===== config.mk =====
export PLATFORM = sky130hd
export DESIGN_NAME = regfile_write_port
export DESIGN_NICKNAME = d
export VERILOG_FILES = /design/src/rtl/regfile_pkg.sv /design/src/rtl/regfile_write_port_addr_decoder.sv /design/src/rtl/regfile_write_port.sv
export SDC_FILE = /design/constraint.sdc
export NUM_CORES = 2
export LEC_CHECK = 0
export ABC_AREA = 1
export BUFFER_PORTS_ARGS = -buffer_cell sky130_fd_sc_hd__clkbuf_2
export CAP_MARGIN = 30
export CELL_PAD_IN_SITES_DETAIL_PLACEMENT = 0
export CELL_PAD_IN_SITES_GLOBAL_PLACEMENT = 1
export CORE_AREA = 3 3 423 425
export DETAILED_ROUTE_END_ITERATION = 10
export DIE_AREA = 0 0 426 428
export GPL_TIMING_DRIVEN = 0
export PLACE_DENSITY = 0.53
export SYNTH_ARGS = -nofsm -noshare
export SYNTH_HDL_FRONTEND = slang
export SYNTH_HIERARCHICAL = 1
export SYNTH_SLANG_ARGS = --single-unit

===== constraint.sdc =====
create_clock -name clk -period 73.7 [get_ports clk]
set_input_delay 7.37 -clock clk [delete_from_list [all_inputs] [get_ports clk]]
set_output_delay 7.37 -clock clk [all_outputs]
set_load 0.005 [all_outputs]

===== src/rtl/regfile_pkg.sv =====
// regfile_pkg
// Shared constants and types for the register-file write side.
//   REG_WIDTH / REG_DEPTH / REG_AW : data width, register count, address width
//   state_e                        : sweep-clear sequencer states
//   ZERO_REG                       : index of the hardwired-zero register
package regfile_pkg;

  localparam int REG_WIDTH = 32;
  localparam int REG_DEPTH = 32;
  localparam int REG_AW    = 5;

  localparam int unsigned ZERO_REG = 0;

  typedef enum logic {
    IDLE  = 1'b0,
    CLEAR = 1'b1
  } state_e;

endpackage


===== src/rtl/regfile_write_port_addr_decoder.sv =====
// addr_decoder
// Combinational AW-to-DEPTH one-hot decoder with enable.
//   en_i     : enable; output is all-zero when low
//   addr_i   : index to decode
//   onehot_o : one-hot select, bit addr_i set when enabled
module addr_decoder #(
  parameter int AW    = 5,
  parameter int DEPTH = 32
) (
  input  logic             en_i,
  input  logic [AW-1:0]    addr_i,
  output logic [DEPTH-1:0] onehot_o
);

  always_comb begin
    onehot_o = '0;
    if (en_i) begin
      onehot_o[addr_i] = 1'b1;
    end
  end

endmodule


===== src/rtl/regfile_write_port.sv =====
// regfile_write_port
// Write side of the general-purpose register file, with a sweep-clear
// sequencer that zeroes every register one per cycle on request.
//   clk, rst  : rising-edge clock, asynchronous active-high reset
//   we        : write request, held until wr_ack
//   waddr     : target register index
//   wdata     : write data
//   clr_req   : one-cycle pulse starting a sweep-clear
//   wr_ack    : pulse, write accepted on the previous edge
//   busy      : sweep-clear in progress
//   wsel      : registered one-hot of the last accepted write
//   regs_flat : register i at bits [i*WIDTH +: WIDTH]
module regfile_write_port
  import regfile_pkg::*;
#(
  parameter int WIDTH = REG_WIDTH,
  parameter int DEPTH = REG_DEPTH,
  parameter int AW    = REG_AW
) (
  input  logic                   clk,
  input  logic                   rst,
  input  logic                   we,
  input  logic [AW-1:0]          waddr,
  input  logic [WIDTH-1:0]       wdata,
  input  logic                   clr_req,
  output logic                   wr_ack,
  output logic                   busy,
  output logic [DEPTH-1:0]       wsel,
  output logic [DEPTH*WIDTH-1:0] regs_flat
);

  state_e           state_q, state_d;
  logic [AW-1:0]    cnt_q, cnt_d;
  logic             wr_ack_q, wr_ack_d;
  logic [DEPTH-1:0] wsel_q, wsel_d;
  logic             accept;
  logic             clearing;
  logic [DEPTH-1:0] load_en;

  // Register 0 has no storage; it is tied to zero on the output.
  logic [WIDTH-1:0] regs_q [ZERO_REG+1:DEPTH-1];

  // A clear request takes priority over a concurrent write in IDLE.
  assign accept   = (state_q == IDLE) && we && !clr_req;
  assign clearing = (state_q == CLEAR);

  addr_decoder #(
    .AW    (AW),
    .DEPTH (DEPTH)
  ) u_addr_decoder (
    .en_i     (accept),
    .addr_i   (waddr),
    .onehot_o (load_en)
  );

  always_comb begin
    state_d  = state_q;
    cnt_d    = cnt_q;
    wr_ack_d = accept;
    wsel_d   = load_en;
    unique case (state_q)
      IDLE: begin
        if (clr_req) begin
          state_d = CLEAR;
          // Register 0 is already zero, so the sweep starts at 1.
          cnt_d   = AW'(ZERO_REG + 1);
        end
      end
      CLEAR: begin
        if (cnt_q == AW'(DEPTH - 1)) begin
          state_d = IDLE;
          cnt_d   = '0;
        end else begin
          cnt_d = cnt_q + AW'(1);
        end
      end
      default: begin
        state_d = IDLE;
        cnt_d   = '0;
      end
    endcase
  end

  always_ff @(posedge clk or posedge rst) begin
    if (rst) begin
      state_q  <= IDLE;
      cnt_q    <= '0;
      wr_ack_q <= 1'b0;
      wsel_q   <= '0;
    end else begin
      state_q  <= state_d;
      cnt_q    <= cnt_d;
      wr_ack_q <= wr_ack_d;
      wsel_q   <= wsel_d;
    end
  end

  // Writes and the sweep are mutually exclusive (load_en is zero in CLEAR).
  always_ff @(posedge clk or posedge rst) begin
    if (rst) begin
      for (int unsigned i = ZERO_REG + 1; i < DEPTH; i++) begin
        regs_q[i] <= '0;
      end
    end else begin
      for (int unsigned i = ZERO_REG + 1; i < DEPTH; i++) begin
        if (load_en[i]) begin
          regs_q[i] <= wdata;
        end else if (clearing && (cnt_q == AW'(i))) begin
          regs_q[i] <= '0;
        end
      end
    end
  end

  always_comb begin
    regs_flat = '0;
    regs_flat[ZERO_REG*WIDTH +: WIDTH] = '0;
    for (int unsigned i = ZERO_REG + 1; i < DEPTH; i++) begin
      regs_flat[i*WIDTH +: WIDTH] = regs_q[i];
    end
  end

  assign wr_ack = wr_ack_q;
  assign busy   = clearing;
  assign wsel   = wsel_q;

endmodule


=== Word level (Yosys, flattened, before mapping) ===
Index checks and enable logic that the tools add are counted.

* Add/sub/neg operators: 1
* Multiplexer cells: 71
* Bitwise logic cells: 1
* Order comparisons: 2
* Eq/ne operators: 32
* Reduce and logical (&&, ||, !) cells: 66

{| class="wikitable"
|+ Operator list
! cell !! number
|-
| 32-bit 2-to-1 mux || 63
|-
| 5-bit == test (second input constant) || 16
|-
| 2-bit nonzero test || 31
|-
| 5-bit by 4-bit == test with 1-bit output (second input constant) || 8
|-
| 1-bit logical AND || 34
|-
| 5-bit by 3-bit == test with 1-bit output (second input constant) || 4
|-
| 5-bit by 2-bit == test with 1-bit output (second input constant) || 2
|-
| 5-bit 2-to-1 mux || 2
|-
| 5-bit case mux with 2 select lines || 1
|-
| 5-bit by 6-bit less-than comparator with 1-bit output (second input constant) || 1
|-
| 5-bit by 1-bit adder with 5-bit output (second input constant) || 1
|-
| 1-bit demux with 5-bit select || 1
|-
| 5-bit by 1-bit == test with 1-bit output (second input constant) || 1
|-
| 5-bit by 1-bit >= comparator with 1-bit output (second input constant) || 1
|-
| 1-bit 2-to-1 mux || 3
|-
| 2-bit inequality test (second input constant) || 1
|-
| 1-bit case mux with 2 select lines || 1
|-
| 1-bit zero test || 1
|-
| 1-bit inverter || 1
|}

* Word-level logic and storage cells: 208
* Bits of input ports: 41
* Register bits after elaboration: 1031

=== Longest topological paths before layout ===
* Word-level depth: 6
* Mapped depth: 10
* Depth with buffers taken out: 8

=== Modules after synthesis ===
Netlist, hierarchy kept.

{| class="wikitable"
|+ By module, submodules not included
! module !! area an instance (um2) !! cells an instance !! times used !! seq. area each (um2)
|-
| regfile_write_port || 40506.3 || 4528 || 1 || 25799.7
|-
| addr_decoder || 200.2 || 50 || 1 || 0.0
|}

=== Worst setup path after synthesis ===
Ideal clock, no wire load.

* Kind: input port to flip-flop
* Start: input port we
* End: register regs_q, in the netlist regs_flat[100]
* Buffers on the path: 2
* Arrival: 8.622 ns
* Library setup time: 0.118 ns
* Path slack: 64.960 ns
* Stages: 9
* Cells stage by stage: nand2_1 nor2_1 nand3_1 nor2_1 clkbuf_1 inv_1 buf_1 nand3_1 nand2_1

* Word-level cells in the longest chain between the ends: 4

{| class="wikitable"
|+ RTL lines
! item !! RTL line !! RTL
|-
| start: declaration || regfile_write_port.sv:22 || <nowiki>input logic we,</nowiki>
|-
| 1-bit logical AND (*) (2 in series) || regfile_write_port.sv:44 || <nowiki>assign accept = (state_q == IDLE) && we && !clr_req;</nowiki>
|-
| via accept || regfile_write_port.sv:36 || <nowiki>logic accept;</nowiki>
|-
| 32-bit 2-to-1 mux (*) || regfile_write_port_addr_decoder.sv:17 || <nowiki>if (en_i) begin</nowiki>
|-
| via load_en[3] || regfile_write_port.sv:38 || <nowiki>logic [DEPTH-1:0] load_en;</nowiki>
|-
| 32-bit 2-to-1 mux / 2-bit nonzero test (equally long branches) || n/a ||
|-
| end signal: indexed assignment || regfile_write_port.sv:107 || <nowiki>regs_q[i] <= wdata;</nowiki>
|-
| end: declaration || regfile_write_port.sv:41 || <nowiki>logic [WIDTH-1:0] regs_q [ZERO_REG+1:DEPTH-1];</nowiki>
|}

Mark *: on every way through the listed nets, which the timed path passes. The rest lies on a longest branch.
A chain may end at the register's enable or synchronous reset.

=== Worst setup path in the final report ===
* Start: input port we
* End: register regs_q, in the netlist regs_flat[730]

The elaborated chain is that of the path after synthesis.

==> impl_metrics.toml <==
[synthesis]
syn-cell-area_um2 = 40710
ys.warnings.count = 6
synth_cell_types = 18
syn_avg_cell_area_um2 = 8.892
ys_seq_elements = 1031
syn-instance-count = 4578
ys_seq_area_share_pct = 63.38

[floorplanning]
die_area_um2 = 182300
die_w_um = 426
initial_core_util_pct = 23.16
die_h_um = 428
num_rows = 154
io-pin-count = 1099
design.core.area_um2 = 175700

[job]
max_cap_viol_count = 0

[grt]
top_usage_layer = "met2"
grtUsageMet1_pct = 30.63
first_global_vias = 36420
grt-ovfl-total = 0
track_usage_pct = 24.74
grtUsageMet2_pct = 41.34
antenna_found_initial = 17
grt_pass1_wl_um = 314700
grt_max_degree = 112
grt.met3_usage_pct = 5.428

[placement]
place_congestion = 0.8525
dp_hpwl_um = 178700
placedInstanceArea_um2 = 50040
io_buffers = 1034
place_ws_ns = 62.68

[cts]
cts_buffers = 130
ctsLongestPathBuffers = 3
cts_tree = "yes"
cts_setup_buffers = 0
ctsHtreeMaxLevel = 4
cts_root_buf = "clkbuf_16"
clkSinkCount = 1031
cts_hold_buf = 0
cts.clk_slew.worst_paths_ns = 0.05
worstSkewPairLatency_ns = 0.80
cts_resized = 0

[critical_path]
cp_max_fo = 10
r2r_slack_ns = 69.56
critPathCaptureType = "flop"
setup.worst_path.start_class = "primary input"
worstPathArrival_ns = 10.77
crit_required_ns = 74.36
critPathKind = "primary input to flop"

[timing]
finalSetupTns_ns = 0
worst_slew_pin_slew_ns = 1.039
slew_violations = 0
fin_skew_ns = 0.02204
post-route-period-util_pct = 13.72
setup_viol = 0
fmax_ghz = 0.09886
setup_ws_ns = 63.58
period_minus_slack_ns = 10.12
relSlewSlack_pct = 30.75
hold_viol_final = 0
rsz0062_at_grt = "no"

[pwr]
pwr_density_cell_nw_per_um2 = 26.58
p_leak_nw = 30.92
irDropWorstVdd_v = 0.00002154

[finish]
n_fill_cell = 19190
final_common_cell = "nand2_1"
layout.nets = 5883
final_area_um2 = 54290
final_cell_mix = "nand2_1 (1,877), clkbuf_2 (1,051), dfrtp_1 (1,031), nand3_1 (1,024), clkbuf_1 (326)"
area_growth_syn_to_layout_pct = 33.36
drive_gt1_share_pct = 23.00

[route]
drt_wl_total_um = 232300
firstDrtPassIters = 7
wl_per_cell_um = 28.07
drc = 0
via_count = 38500
routed_via_density = 4.653
first_iter_violations = 3374
antenna_left = 0

[hold_path]
hold_path_class = "flop to flop"

[status]
status = "complete, no violations"
[power by group]
part | leakage, nW | internal, mW | switching (mW)
clock | 2.06 | 0.374 | 0.266
sequential | 14.4 | 0.596 | 0.0197
combinational | 14.5 | 0.0517 | 0.136
total | 30.9 | 1.02 | 0.422
[worst max-delay path: stages]
cell,delay [ns]
clkbuf_2,0.08
nand2_1,0.04
nor2_1,0.42
nand3_1,0.69
nor2_1,0.32
clkbuf_1,0.62
inv_1,0.47
buf_1,0.45
nand3_1,0.20
nand2_1,0.07
[routing by layer]
metal,part of all wire (%),up-vias,wire (um)
li1,-,17070,-
met1,40,19590,92960
met2,49,1479,113200
met3,6.4,362,14860
met4,4.8,8,11220
met5,0.025,-,57
[final timing paths]
path	endpoint	cells after the start	start
min in group asynchronous	regs_flat[761]$_DFFE_PP0P_	2	rst
setup / recovery	regs_flat[730]$_DFFE_PP0P_	10	we
setup reg to reg	regs_flat[730]$_DFFE_PP0P_	10	busy$_DFF_PP0_
max in group asynchronous	regs_flat[583]$_DFFE_PP0P_	7	rst
hold / removal	regs_flat[215]$_DFFE_PP0P_	2	regs_flat[215]$_DFFE_PP0P_
hold reg to reg	regs_flat[215]$_DFFE_PP0P_	2	regs_flat[215]$_DFFE_PP0P_
[layout make-up]
cell class,instances,area [um2],area share (%)
flip-flops and latches,1031,25800,47.53
multi-input cells,3059,12930,23.81
well taps,2340,2928,5.393
clock inverters,29,305.3,0.5624
inverters,80,307.8,0.5670
repair buffers,1094,6306,11.62
clock buffers,195,3875,7.138
plain buffers,439,1817,3.347
diodes,8,20.02,0.03688
[kinds of logic (layout without fill, tap and decap cells)]
kind of cell             count (synthesis)  in the layout  synth area share (%)
AND/OR/NAND/NOR                       2951           2951                 30.39
AO/OA/AOI/OAI                           69             69                0.8545
adder cells (fa/ha/maj)                  7              7                0.2151
other                                    1             40              0.009212
buffers and inverters                  519           1837                 5.148
flip-flops                            1031           1031                 63.38
[per-stage QoR]
step                total power [mW]  hold WS [ns]  util (%)  std cells
floorplan                     0.7019        0.4926         -       4609
global placement              0.8097        0.4825     27.84       7983
detailed placement            0.8160        0.4850     28.48       8040
CTS                            1.462        0.4985     30.86       8264
global route                   1.498        0.5123     30.89       8271
finish                         1.443        0.4921     30.89       8275
[sequential cells by signal, indices dropped and copies added, names as in the netlist]
signal,count
wsel,32
busy,1
regs_flat,992
cnt_q,5
wr_ack,1
[cell usage after synthesis (all sizes together)]
cell type	count	share of area, %
o21ai	65	0.80
nand3	1025	13
dfrtp	1031	63
o22ai	2	0.031
ha	7	0.22
clkbuf	309	2.8
nor2	48	0.45
conb	1	0.0092
buf	130	1.6
nand2	1877	17
inv	80	0.74
a21oi	2	0.025
nand4	1	0.015
(Power assumes the default switching activity.)
